<file path="src/rtl/mem_timer_pkg.sv">
// Shared constants, register-select type and address decode for the memory-mapped machine timer.
// Consumed by mem_timer and its bench; optional macro MEM_TIMER_SNAPSHOT_EN lives in mem_timer.
package mem_timer_pkg;

  localparam logic [4:0] TIMER_MTIME_OFF = 5'h00;
  localparam logic [4:0] TIMER_CMP_OFF   = 5'h08;
  localparam logic [4:0] TIMER_CTRL_OFF  = 5'h10;
  localparam logic [4:0] TIMER_STAT_OFF  = 5'h11;

  localparam int unsigned CTRL_RUN_BIT  = 0;
  localparam int unsigned CTRL_IE_BIT   = 1;
  localparam int unsigned STAT_PEND_BIT = 0;

  localparam logic [63:0] MTIMECMP_RST = 64'hFFFF_FFFF_FFFF_FFFF;

  // Value of bus address bits [17:15] that selects the timer window at the top level.
  localparam logic [2:0] TIMER_WINDOW = 3'b101;

  typedef enum logic [2:0] {
    REG_MTIME,
    REG_CMP,
    REG_CTRL,
    REG_STAT,
    REG_NONE
  } reg_sel_e;

  function automatic reg_sel_e decode_reg(input logic [4:0] off);
    if ((off & 5'h18) == TIMER_MTIME_OFF) return REG_MTIME;
    if ((off & 5'h18) == TIMER_CMP_OFF)   return REG_CMP;
    if (off == TIMER_CTRL_OFF)            return REG_CTRL;
    if (off == TIMER_STAT_OFF)            return REG_STAT;
    return REG_NONE;
  endfunction

endpackage

</file>
<file path="src/rtl/mem_timer_if.sv">
// Byte-wide CPU memory bus as seen by the timer; master = CPU/decode side, slave = timer.
interface mem_timer_if #(
  parameter int unsigned ADDR_WIDTH = 17
);

  logic                  rdy_in;
  logic                  en_in;
  logic                  r_nw_in;
  logic [ADDR_WIDTH-1:0] a_in;
  logic [7:0]            d_in;
  logic [7:0]            d_out;

  modport master (
    output rdy_in,
    output en_in,
    output r_nw_in,
    output a_in,
    output d_in,
    input  d_out
  );

  modport slave (
    input  rdy_in,
    input  en_in,
    input  r_nw_in,
    input  a_in,
    input  d_in,
    output d_out
  );

endinterface

</file>
<file path="src/rtl/mem_timer_prescaler.sv">
// timer_prescaler: divides clk by PRESCALE while enabled, emitting a one-cycle tick on wrap.
module timer_prescaler #(
  parameter int unsigned PRESCALE = 100
) (
  input  logic clk,
  input  logic rst_n,
  input  logic en,
  output logic tick
);

  // A divide-by-1 still needs a (constant zero) counter bit.
  localparam int unsigned CW = (PRESCALE > 1) ? $clog2(PRESCALE) : 1;
  localparam logic [CW-1:0] LAST = CW'(PRESCALE - 1);

  logic [CW-1:0] pcnt;

  always_ff @(posedge clk or negedge rst_n) begin
    if (!rst_n) begin
      pcnt <= '0;
    end else if (en) begin
      pcnt <= (pcnt == LAST) ? '0 : pcnt + CW'(1);
    end
  end

  assign tick = en & (pcnt == LAST);

endmodule

</file>
<file path="src/rtl/mem_timer.sv">
// Machine timer: 64-bit mtime/mtimecmp, ctrl/status bytes, registered read data and interrupt.
// Define MEM_TIMER_SNAPSHOT_EN for a tear-free shadow of mtime[63:8] captured on reads of byte 0.
module mem_timer
  import mem_timer_pkg::*;
#(
  parameter int unsigned ADDR_WIDTH = 17,
  parameter int unsigned PRESCALE   = 100
) (
  input  logic       clk,
  input  logic       rst_n,
  mem_timer_if.slave bus,
  output logic       timer_interrupt
);

  logic [4:0]  off;
  logic [2:0]  bidx;
  reg_sel_e    sel;
  logic        valid;
  logic        wr;
  logic        rd;
  logic        cnt_en;
  logic        tick;
  logic        pend;
  logic [63:0] mtime;
  logic [63:0] mtimecmp;
  logic [1:0]  ctrl;
  logic [7:0]  mtime_byte;
  logic [7:0]  rdata;
  logic        unused_addr;

  assign off         = bus.a_in[4:0];
  assign bidx        = off[2:0];
  assign sel         = decode_reg(off);
  assign unused_addr = ^bus.a_in[ADDR_WIDTH-1:5];

  assign valid  = bus.en_in & bus.rdy_in;
  assign wr     = valid & ~bus.r_nw_in;
  assign rd     = valid &  bus.r_nw_in;
  assign cnt_en = ctrl[CTRL_RUN_BIT] & bus.rdy_in;
  assign pend   = (mtime >= mtimecmp);

  timer_prescaler #(
    .PRESCALE(PRESCALE)
  ) u_prescaler (
    .clk  (clk),
    .rst_n(rst_n),
    .en   (cnt_en),
    .tick (tick)
  );

  // A byte write to mtime suppresses that cycle's increment entirely (no carry into other bytes).
  always_ff @(posedge clk or negedge rst_n) begin
    if (!rst_n) begin
      mtime <= '0;
    end else if (wr && sel == REG_MTIME) begin
      mtime[{bidx, 3'b000} +: 8] <= bus.d_in;
    end else if (tick) begin
      mtime <= mtime + 64'd1;
    end
  end

  always_ff @(posedge clk or negedge rst_n) begin
    if (!rst_n) begin
      mtimecmp <= MTIMECMP_RST;
    end else if (wr && sel == REG_CMP) begin
      mtimecmp[{bidx, 3'b000} +: 8] <= bus.d_in;
    end
  end

  always_ff @(posedge clk or negedge rst_n) begin
    if (!rst_n) begin
      ctrl <= '0;
    end else if (wr && sel == REG_CTRL) begin
      ctrl <= bus.d_in[1:0];
    end
  end

  always_ff @(posedge clk or negedge rst_n) begin
    if (!rst_n) begin
      timer_interrupt <= 1'b0;
    end else if (bus.rdy_in) begin
      timer_interrupt <= ctrl[CTRL_IE_BIT] & pend;
    end
  end

`ifdef MEM_TIMER_SNAPSHOT_EN
  logic [55:0] shadow;

  always_ff @(posedge clk or negedge rst_n) begin
    if (!rst_n) begin
      shadow <= '0;
    end else if (rd && sel == REG_MTIME && bidx == 3'd0) begin
      shadow <= mtime[63:8];
    end
  end

  always_comb begin
    mtime_byte = mtime[7:0];
    if (bidx != 3'd0) begin
      mtime_byte = shadow[{bidx - 3'd1, 3'b000} +: 8];
    end
  end
`else
  always_comb begin
    mtime_byte = mtime[{bidx, 3'b000} +: 8];
  end
`endif

  always_comb begin
    rdata = '0;
    case (sel)
      REG_MTIME: rdata = mtime_byte;
      REG_CMP:   rdata = mtimecmp[{bidx, 3'b000} +: 8];
      REG_CTRL:  rdata = {6'b0, ctrl};
      REG_STAT:  rdata = {7'b0, pend} << STAT_PEND_BIT;
      default:   rdata = '0;
    endcase
  end

  always_ff @(posedge clk or negedge rst_n) begin
    if (!rst_n) begin
      bus.d_out <= '0;
    end else if (rd) begin
      bus.d_out <= rdata;
    end
  end

endmodule

</file>
<file path="src/flat_wrapper.sv">
// flat-port wrapper written by rule: the top's interface ports become plain ports
module mem_timer_flat import mem_timer_pkg::*;
#(
  parameter int unsigned ADDR_WIDTH = 17,
  parameter int unsigned PRESCALE   = 100
)
  (clk, rst_n, timer_interrupt, bus_rdy_in, bus_en_in, bus_r_nw_in, bus_a_in, bus_d_in, bus_d_out);
  mem_timer_if #(.ADDR_WIDTH(ADDR_WIDTH)) bus_i ();
  input  logic clk;
  input  logic rst_n;
  output logic timer_interrupt;
  input wire logic [$bits(bus_i.rdy_in)-1:0] bus_rdy_in;
  input wire logic [$bits(bus_i.en_in)-1:0] bus_en_in;
  input wire logic [$bits(bus_i.r_nw_in)-1:0] bus_r_nw_in;
  input wire logic [$bits(bus_i.a_in)-1:0] bus_a_in;
  input wire logic [$bits(bus_i.d_in)-1:0] bus_d_in;
  output wire logic [$bits(bus_i.d_out)-1:0] bus_d_out;
  assign bus_i.rdy_in = bus_rdy_in;
  assign bus_i.en_in = bus_en_in;
  assign bus_i.r_nw_in = bus_r_nw_in;
  assign bus_i.a_in = bus_a_in;
  assign bus_i.d_in = bus_d_in;
  assign bus_d_out = bus_i.d_out;
  mem_timer #(.ADDR_WIDTH(ADDR_WIDTH), .PRESCALE(PRESCALE)) u_core (.clk(clk), .rst_n(rst_n), .bus(bus_i), .timer_interrupt(timer_interrupt));
endmodule
</file>
<file path="config.mk">
export PLATFORM = sky130hd
export DESIGN_NAME = mem_timer_flat
export DESIGN_NICKNAME = d
export VERILOG_FILES = /design/src/rtl/mem_timer_pkg.sv /design/src/rtl/mem_timer_if.sv /design/src/rtl/mem_timer_prescaler.sv /design/src/rtl/mem_timer.sv /design/src/flat_wrapper.sv
export SDC_FILE = /design/constraint.sdc
export NUM_CORES = 1
export LEC_CHECK = 0
export ABC_AREA = 1
export BUFFER_PORTS_ARGS = -buffer_cell sky130_fd_sc_hd__buf_4
export CAP_MARGIN = 20
export CORE_MARGIN = 2
export CORE_UTILIZATION = 45
export CTS_CLUSTER_DIAMETER = 60
export DETAILED_ROUTE_END_ITERATION = 8
export PLACE_DENSITY_LB_ADDON = 0.2
export SLEW_MARGIN = 20
export SYNTH_ARGS = -nofsm -noshare
export SYNTH_HDL_FRONTEND = slang
export SYNTH_SLANG_ARGS = --single-unit
</file>
<file path="constraint.sdc">
create_clock -name clk -period 5.9 [get_ports clk]
set_input_delay 0.295 -clock clk [delete_from_list [all_inputs] [get_ports clk]]
set_output_delay 0.295 -clock clk [all_outputs]
set_load 0.02 [all_outputs]
</file>
==> metrics.txt, run 1 <==
CTS Buf Count 17; worst-path cell chain buf_4, inv_2, ha_1, ha_1, inv_1, nor4_4, nand2_1, nand2_1, inv_1, o21ai_0, o21ai_0; crit path max-delay cell type inv_2; RSZ-0062 raised after global routing no; type of the tightest min-delay check in2reg; Synth Register Bits ~150; setup violators final 0; Rel. slew slack 0.303; Synthesized Nets around 1800; Setup crit end kind register; CP Buf/Inv Count 4; antenna violation net count after detailed routing 0; grt ovf 0; R2R cell count 10; area of the mapped netlist about 11000 sq um; first-pass GRT wire length 66100 um; Post-synth EDFFs 0; worst setup path startpoint bus_a_in[0]; Skew-Pair Late Insertion Delay 0.45 ns; via count of the first global-routing pass between 10000 and 15000; CP peak stage delay 0.45 ns; Max Fanout on Critical Path 26; Peak VDD IR around 180 uV; Nets between 1500 and 2000; initial antenna violation count 1; leakage power between 5 and 6 nW; Seq. cell area between 3000 and 4000 sq um; IO Pins 39; total wire length ~44000 um; Final Critical Period 3.03 ns; type of the worst setup path in2reg; Fin Setup TNS 0 ns; routed length per instance between 20 and 25 um; fmax between 300 and 400 MHz; largest net degree at the start of global routing 84; final RePlAce weighted congestion 1.01; Max Cap Viol 0; Synth Instances 1669; Multi-input gate area approximately 6600 sq um; clk sink count about 150; DIE AREA around 27000 sq um; fillcell total between 2000 and 3000; Mean Syn Cell Area a little under 7 sq um; cts repair resizes 0; ANT cells 0; critical path's top delay family simple AND/OR/NAND/NOR gates; hold slack between 0.07 and 0.08 ns; Die Span Y 163 um; post-synthesis sequential area ratio 0.328; CTS tree yes; dpl ws 2.53 ns; synth-to-layout area growth 8.73%; chip width ~160 um; Final Cycle Share 0.514; 1st-pass router iterations 8; Hold Startpoint bus_rdy_in; post-CTS setup buffer count 0; CP startpoint kind input pin; share of layout cells above drive strength 1 0.104; pwr/cell area 297 nW/um^2; ys async rst share 1.00; Setup Skew ~0.013 ns; Final WS setup between 2 and 3 ns; number of vias per cell 5.74; arrival time at the worst endpoint about 3.4 ns; slew at the pin with the worst max-slew slack 1.04 ns; core footprint roughly 25000 sq um; Vias 11600; Crit path depth 11; I/O Buffers 26; GRT Util Overall 0.340; CTS Buffer Depth 2; FP Rows 58; Reg-to-Reg Start u_core.u_prescaler.pcnt[1]; CP Data Required Time slightly above 6 ns; detailed placer's ending HPWL around 34000 um; YS warnings 0; starting density of the core 0.455; DRC 0; Reg clk slew, reported paths 0.07 ns; initial DRC count 1315; hold path depth 2; H-Tree Depth 4; Fin. Hold Viols 0; Primary FF master, synth dfrtp_1; final core occ 0.495; FF-to-FF setup slack between 3 and 4 ns; Distinct cells, synth slightly below 50; Slew Viols, Final 0; Root Driver clkbuf_16; status finished clean
## per-stage QoR
stage / total power [W] / instances / instance area [sq um]
floorplan: 0.00213 / 1669 / 11400
global placement: 0.00251 / 1980 / 11800
detailed placement: 0.00253 / 1980 / 11800
CTS: 0.00366 / 2013 / 12400
global route: 0.00389 / 2013 / 12400
finish: 0.00368 / 2013 / 12400
## metal layers
metal,vias up,part of all wire,global-route usage
met5,-,0,0
met4,0,0.046,0.151
met3,89,0.074,0.0475
met2,504,0.44,0.524
met1,5444,0.44,0.473
li1,5521,-,-
## final timing paths
| check | end |
|---|---|
| worst max register to register | u_core.mtime[37] |
| worst min-delay path | u_core.timer_interrupt |
| worst max-delay path | u_core.mtime[2] |
| worst min register to register | u_core.bus.d_out[0] |
| max in group asynchronous | u_core.mtime[54] |
| min in group asynchronous | u_core.u_prescaler.pcnt[3] |
## worst reg2reg max path: stages, from the launching register on
cell and delay [ns]:
dfrtp_1 0.37, ha_1 0.16, inv_1 0.06, nor2_1 0.09, nand3_1 0.10, nor3_2 0.33, nand2_2 0.42, inv_2 0.45
nand4_1 0.35, nand3_1 0.16, o211ai_1 0.09
## repair_timing
action | CTS | global route
endpoints found under the hold margin | 47 | 0
endpoints found under the setup margin | 0 | 0
hold buffers | 1 | 0
## layout make-up
type / count / area share
Clock buffer: 17 / 0.0343
Clock inverter: 15 / 0.0128
Inverter: 225 / 0.0682
Multi-Input combinational cell: 1248 / 0.530
Sequential cell: 146 / 0.301
Tap cell: 330 / 0.0333
Timing Repair Buffer: 32 / 0.0199
## Yosys cell counts, types with 2 or more instances
library cell,count,area [sq um]
a21o_1,2,15.0
a21oi_1,103,515
a22o_1,3,26.3
a22oi_1,2,15.0
a31oi_1,19,119
and3_1,2,12.5
buf_2,17,85.1
buf_4,10,75.1
clkbuf_1,22,82.6
dfrtp_1,82,2050
dfstp_2,64,1680
ha_1,72,901
inv_1,218,818
inv_2,7,26.3
nand2_1,379,1420
nand2_2,9,56.3
nand3_1,86,430
nand3_2,3,30.0
nand3b_1,3,22.5
nand4_1,37,231
nor2_1,213,800
nor2_2,12,75.1
nor2_4,4,45.0
nor3_1,47,235
nor3_2,4,40.0
nor3_4,2,32.5
nor3b_1,2,15.0
nor4_1,4,25.0
o2111ai_1,6,52.6
o211a_1,2,20.0
o211ai_1,24,180
o21ai_0,147,736
o21ai_1,7,35.0
o221ai_1,7,61.3
o22ai_1,3,18.8
or2_2,3,18.8
xnor2_1,4,35.0
xor2_1,27,236
## cell families after synthesis
kind of cell             after synthesis  synth area share
AND/OR/NAND/NOR                      813             0.310
AO/OA/AOI/OAI                        331             0.162
buffers and inverters                275            0.0964
flip-flops                           146             0.328
adder cells (fa/ha/maj)               72            0.0791
XOR/XNOR                              31            0.0238
multiplexers                           1          0.000878
## state kept, by name, summed over array words and instances, names as in the netlist
signal and count:
u_core.mtimecmp 64, u_core.timer_interrupt 1, u_core.mtime 64, u_core.u_prescaler.pcnt 7, u_core.bus.d_out 8, u_core.ctrl 2
## cells in the final DEF, fill, tap and decap left out, drive strengths merged, types with 6 or more instances in the layout
cell type,synthesis,routed
a31oi,19,19
dfrtp,82,82
o211ai,25,25
nand4,37,37
dfstp,64,64
xor2,27,27
a21oi,103,103
nand2,389,389
o21ai,154,154
o2111ai,6,6
ha,72,72
buf,28,31
o221ai,7,7
nor3,53,53
nand3,89,89
nor2,229,229
clkbuf,22,17
inv,225,236
## report_power, final
part	total, W	internal, W	switching (W)
Sequential	0.00145	0.00119	0.000261
Combinational	0.00109	0.000391	0.000701
Clock	0.00113	0.000601	0.000528
Note: power is estimated with default switching activity, not from simulation.
==> run 2: changes to the inputs <==
Clock period 5.9 ns to 3 ns, I/O delays scaled along.
==> run 2 against run 1 <==
  * Clock skew is 0.0034 ns higher
  * Wire length up 0.88%
  * Final cell count increased by 2.3%
==> metrics.txt, run 2 (synthesized netlist as in run 1, its figures left out) <==
CTS Buffer Depth 2 (unchanged); crit path capture u_core.mtime[34]; pwr/cell area 575 nW/um^2 (+94%); Slew Viols, Final 0 (unchanged); synth-to-layout area growth 12.1%; Clk pwr share 0.307 (about the same); non-filler instance count after layout 2059 (+2.3%); Nets 1817 (+2.5%); Vias 11700 (+1.2%); Seq. cell area 3730 sq um (unchanged); most frequent cells in the layout 379 x nand2_1, 218 x inv_1, 213 x nor2_1; worst-path cell chain ha_1, nand3_2, nor2_4, inv_2, nor2_4, nand3_1, nor2_2, nand3_2, nor2_2, nand2_1, nand3_1, o211ai_2; dpl cells 2016 (+1.8%); slew at the pin with the worst max-slew slack 0.732 ns (-0.310 ns); 1st-pass router iterations 7 (-1); CP peak stage delay 0.42 ns (-0.03 ns); type of the tightest min-delay check in2reg; antenna violation net count after detailed routing 0 (unchanged); initial DRC count 1245 (-5.3%); routed length per instance 21.8 um (-1.4%); type of the worst setup path reg2reg; clk sink count 146 (unchanged); Setup crit end kind register; leakage power 5.72 nW (+4.3%); core footprint 25000 sq um (unchanged); fillcell total 2568 (-2.8%); CP startpoint kind register; share of layout cells above drive strength 1 0.122 (+0.0181); CTS tree yes; Root Driver clkbuf_16; Peak VDD IR 319 uV (+81%); largest net degree at the start of global routing 66 (-21%); CP Data Required Time 3.32 ns (-2.90 ns); switching share of power 0.398 (-0.00758); Fin. Hold Viols 0 (unchanged); detailed placer's ending HPWL 35200 um (+2.2%); chip width 163 um (unchanged); Fin Setup TNS 0 ns (unchanged); Pint 0.00442 W (+100%); Seq pwr share 0.388 (-0.008); starting density of the core 0.455 (unchanged); Final Critical Period between 2 and 3 ns; GRT Util Overall 0.344 (+0.00478); Reg clk slew, reported paths 0.08 ns (about the same); Skew-Pair Late Insertion Delay 0.45 ns (about the same); Final Cycle Share 0.853; fmax approximately 390 MHz; Setup Skew 0.0165 ns (+0.00340 ns); via count of the first global-routing pass 11100 (+3.8%); CTS Buf Count 17 (unchanged); FF-to-FF setup slack 0.44 ns (-2.74 ns); total wire length 44800 um (+0.88%); Reg-to-Reg Start u_core.mtime[1]; Gate power share 0.305 (+0.008); RSZ-0062 raised after global routing no; Die Span Y 163 um (unchanged); hold path depth 3 (+1); Max Cap Viol 0 (unchanged); final RePlAce weighted congestion 1.05 (+4.3%); Top Registers u_core.mtime: 64 flops, u_core.mtimecmp: 64 flops, u_core.bus.d_out: 8 flops; first-pass GRT wire length 66900 um (+1.3%); number of vias per cell 5.68 (-1.1%); worst setup path startpoint u_core.mtime[1]; Max Fanout on Critical Path 6 (-77%); H-Tree Depth 4 (unchanged); arrival time at the worst endpoint 2.87 ns (-0.49 ns); FP Rows 58 (unchanged); reg-to-reg critical path endpoint u_core.mtime[34]; IO Pins 39 (unchanged); DRC 0 (unchanged); sw power 0.00292 W (+96%); grt ovf 0 (unchanged); Multi-input gate area 6570 sq um (unchanged); I/O Buffers 26 (unchanged); crit path max-delay cell type dfrtp_1; DIE AREA 26600 sq um (unchanged); cts repair resizes 0 (unchanged); initial antenna violation count 2 (+1); R2R cell count 12 (+2); status finished clean; Rel. slew slack 0.508 (+0.205); setup violators final 0 (unchanged); most common cell after layout, fill and taps aside nand2_1
==> run 2: cell types whose count changed in the layout (fill, tap and decap cells not counted), sizes merged <==
cell and delta:
buf +36, dlygate4sd3 +9, inv -3, clkinv +2
bufinv +1, diode +1
==> run 2: metal layers <==
| metal | track usage | vias to the layer above | routed length (um) |
|---|---|---|---|
| met3 | 0.0655 | 106 | 3300 |
| met5 | 0 | - | 0 |
| met4 | 0.160 | 0 | 2210 |
| met2 | 0.536 | 456 | 19700 |
| li1 | - | 5609 | - |
| met1 | 0.463 | 5524 | 19700 |
==> run 2: metrics by stage <==
stage | total power, W | instance area (sq um) | setup WS [ns] | utilization | hold slack, ns
3_5_place_dp | 0.00505 | 12100 | 0.492 | 0.482 | 0.202
4_1_cts | 0.00731 | 12800 | 0.483 | 0.510 | 0.195
2_1_floorplan | 0.00419 | 11400 | 0.614 | - | -0.146
3_3_place_gp | 0.00499 | 12100 | 0.523 | 0.482 | 0.192
5_1_grt | 0.00777 | 12800 | 0.261 | 0.510 | 0.202
6_report | 0.00734 | 12800 | 0.442 | 0.510 | 0.206
==> run 2: worst max-delay path, delay by kind of cell, from the launching register on <==
| kind | cells | cell delay [ns] |
|---|---|---|
| and+or+nand+nor | 9 | 1.59 |
| AOI/OAI and AO/OA | 1 | 0.08 |
| buffers and inverters | 1 | 0.09 |
| DFF | 1 | 0.42 |
| adders and majority gates | 1 | 0.25 |
==> run 2: layout make-up <==
| cell class | instances | area share |
|---|---|---|
| sequential | 146 | 0.292 |
| timing repair buffer | 77 | 0.0485 |
| inverter | 225 | 0.0661 |
| multi-input combinational | 1248 | 0.514 |
| tap | 330 | 0.0323 |
| clock inverter | 15 | 0.0135 |
| clock buffer | 17 | 0.0333 |
| antenna | 1 | 0.000196 |
==> run 2: worst min path at each step <==
stage                     start                         end  slack [ns]
floorplan                 rst_n         u_core.bus.d_out[0]       -0.15
global placement          rst_n  u_core.u_prescaler.pcnt[3]        0.19
finish              bus_a_in[2]         u_core.bus.d_out[4]        0.21
detailed placement        rst_n  u_core.u_prescaler.pcnt[3]        0.20
CTS                 bus_a_in[2]         u_core.bus.d_out[5]        0.19
global route        bus_a_in[2]         u_core.bus.d_out[2]        0.20
==> run 2: power groups by stage <==
stage          combinational (W)  sequential, W  clock (W)
6_report                 0.00224        0.00285    0.00226
3_5_place_dp             0.00219        0.00286          0
2_1_floorplan            0.00150        0.00270          0
5_1_grt                  0.00253        0.00290    0.00235
3_3_place_gp             0.00214        0.00285          0
4_1_cts                  0.00221        0.00283    0.00227
==> run 2: what timing repair did <==
item / 4_1_cts / 5_1_grt
hold buffers: 10 / 0
setup endpoints to repair: 0 / 0
hold endpoints to repair: 48 / 0
buffers inserted: 0 / 0
==> run 3: changes to the inputs <==
Settings changed: CTS_CLUSTER_SIZE from default to 30, RECOVER_POWER from default to 100.
Clock period 3 ns to 2.4 ns, I/O delays scaled along.
==> run 3 against run 2 <==
  * Via count increased by 2.8%
  * Sequential share of layout area down 0.92 points
  * Utilization grew 1.7 points
  * Final cell count up 2.9%
  * Highest routed layer unchanged
  * Worst hold slack got worse by 0.046 ns
  * Clock-buffer cell count unchanged
  * Non-clock buffer count is 60 higher
  * Sequential cell count unchanged
==> metrics.txt, run 3 (synthesized netlist as in run 1, its figures left out) <==
final core occ 0.527 (+0.0166); Fin Setup TNS 0 ns (unchanged); initial DRC count 1142 (-8.3%); CTS Buf Count 17 (unchanged); worst-path cell chain dlygate4sd3_1, clkbuf_1, nand3b_1, nor3_4, inv_2, clkbuf_4, nand3_2, nand2_1, inv_1, nand2_1, o211ai_1; type of the worst setup path in2reg; via count of the first global-routing pass 11200 (+0.15%); Nets 1877 (+3.3%); synth-to-layout area growth 15.8%; Pint 0.00576 W (+30%); RSZ-0062 raised after global routing no; I/O Buffers 26 (unchanged); Final Cycle Share 0.938; crit path capture u_core.mtime[9]; GRT Util Overall 0.347 (+0.00228); Top Registers u_core.mtime: 64 flops, u_core.mtimecmp: 64 flops, u_core.bus.d_out: 8 flops; crit path max-delay cell type dlygate4sd3_1; fillcell total 2542 (-1.0%); Skew-Pair Late Insertion Delay 0.44 ns (about the same); starting density of the core 0.455 (unchanged); Fin. Hold Viols 0 (unchanged); most frequent cells in the layout 378 x nand2_1, 218 x inv_1, 215 x nor2_1; DRC 0 (unchanged); Final WS setup 0.148 ns (-0.294 ns); setup violators final 0 (unchanged); CP startpoint kind input pin; Gate power share 0.325 (+0.020); status finished clean; Seq. cell area 3730 sq um (unchanged); Slew Viols, Final 0 (unchanged); CP Data Required Time 2.72 ns (-0.60 ns); ANT cells 0 (-1); FP Rows 58 (unchanged); Seq pwr share 0.368 (-0.020); routed length per instance 21.3 um (-2.3%); Setup Skew 0.0125 ns (-0.00403 ns); switching share of power 0.389 (-0.00825); type of the tightest min-delay check in2reg; first-pass GRT wire length 67600 um (+1.0%); Final Critical Period around 2.3 ns; Multi-input gate area 6570 sq um (about the same); total wire length 45000 um (+0.46%); final RePlAce weighted congestion 1.05 (-0.21%); most common cell after layout, fill and taps aside nand2_1; Reg clk slew, reported paths 0.07 ns (about the same); initial antenna violation count 1 (-1); Root Driver clkbuf_16; Clk pwr share 0.308 (about the same); reg-to-reg critical path endpoint u_core.mtime[63]; chip width 163 um (unchanged); clk sink count 146 (unchanged); CTS tree yes; DIE AREA 26600 sq um (unchanged); Die Span Y 163 um (unchanged); fmax 444 MHz; core footprint 25000 sq um (unchanged); number of vias per cell 5.68 (about the same); antenna violation net count after detailed routing 0 (unchanged); pwr/cell area 714 nW/um^2 (+24%); dpl ws 0.192 ns (-0.300 ns); largest net degree at the start of global routing 63 (-4.5%); Hold Startpoint bus_a_in[4]; worst setup path startpoint bus_rdy_in; CP peak stage delay 0.53 ns (+0.11 ns); Vias 12000 (+2.8%); Max Fanout on Critical Path 26 (+20); sw power 0.00367 W (+26%); IO Pins 39 (unchanged); Peak VDD IR 432 uV (+36%); R2R cell count 10 (-2); FF-to-FF setup slack 0.16 ns (-0.28 ns); detailed placer's ending HPWL 35600 um (+1.1%); leakage power 5.96 nW (+4.2%); Max Cap Viol 0 (unchanged); CTS Buffer Depth 2 (unchanged); H-Tree Depth 4 (unchanged); arrival time at the worst endpoint 2.57 ns (-0.30 ns); grt ovf 0 (unchanged); 1st-pass router iterations 7 (unchanged); Rel. slew slack 0.221 (-0.287); Reg-to-Reg Start u_core.mtime[1]; most frequent CP cell nand2_1; slew at the pin with the worst max-slew slack 1.17 ns (+0.436 ns); Setup crit end kind register; share of layout cells above drive strength 1 0.141 (+0.0188)
## run 3: changes by cell type in the layout (fill, tap and decap cells not counted), sizes merged
cell      before  now
clkbuf        17   38
buf           67  106
clkinvlp       1    2
inv          233  231
bufinv         2    3
diode          1    0
## run 3: cell type report
cell class / instances / share of cell area
well taps: 330 / 0.0313
multi-input cells: 1248 / 0.498
flip-flops and latches: 146 / 0.283
inverters: 225 / 0.0640
clock buffers: 17 / 0.0322
repair buffers: 137 / 0.0767
clock inverters: 15 / 0.0151
## run 3: critical path: cells and delay by family
kind                   cells  cell delay, ns
and+or+nand+nor            5            1.10
buffers and inverters      5            1.24
AOI/OAI and AO/OA          1            0.08
## run 3: per-layer routing
layer | global-route usage | vias to the layer above | share of wire
met4 | 0.179 | 0 | 0.056
met5 | 0 | - | 0
met2 | 0.526 | 510 | 0.43
met1 | 0.465 | 5658 | 0.43
li1 | - | 5740 | -
met3 | 0.0744 | 116 | 0.088
## run 3: worst min path at each step
stage / depth (start not counted) / to / slack [ns]
floorplan: 0 / u_core.bus.d_out[0] / -0.18
global placement: 1 / u_core.u_prescaler.pcnt[3] / 0.09
detailed placement: 1 / u_core.u_prescaler.pcnt[3] / 0.09
CTS: 5 / u_core.bus.d_out[1] / 0.13
global route: 3 / u_core.bus.d_out[2] / 0.19
finish: 7 / u_core.bus.d_out[0] / 0.16
## run 3: repair_timing
action	in CTS	in global routing
setup endpoints to repair	0	3
setup buffers	0	0
hold buffers	10	0
hold endpoints to repair	62	0
resized for setup	0	6
## run 3: metrics by stage
stage	total power [W]	cell area (sq um)	std cells	hold WS (ns)
floorplan	0.00524	11400	1669	-0.176
global placement	0.00641	12600	2076	0.0880
detailed placement	0.00649	12600	2076	0.0938
CTS	0.00944	13300	2118	0.129
global route	0.00999	13200	2118	0.188
finish	0.00943	13200	2118	0.160
## run 3: power groups by stage
stage	clock network [W]	registers [W]	logic (W)
after CTS	0.00296	0.00345	0.00303
after global placement	0	0.00347	0.00294
after detailed placement	0	0.00349	0.00300
final	0.00290	0.00347	0.00306
after floorplan	0	0.00337	0.00187
after global routing	0.00303	0.00352	0.00344
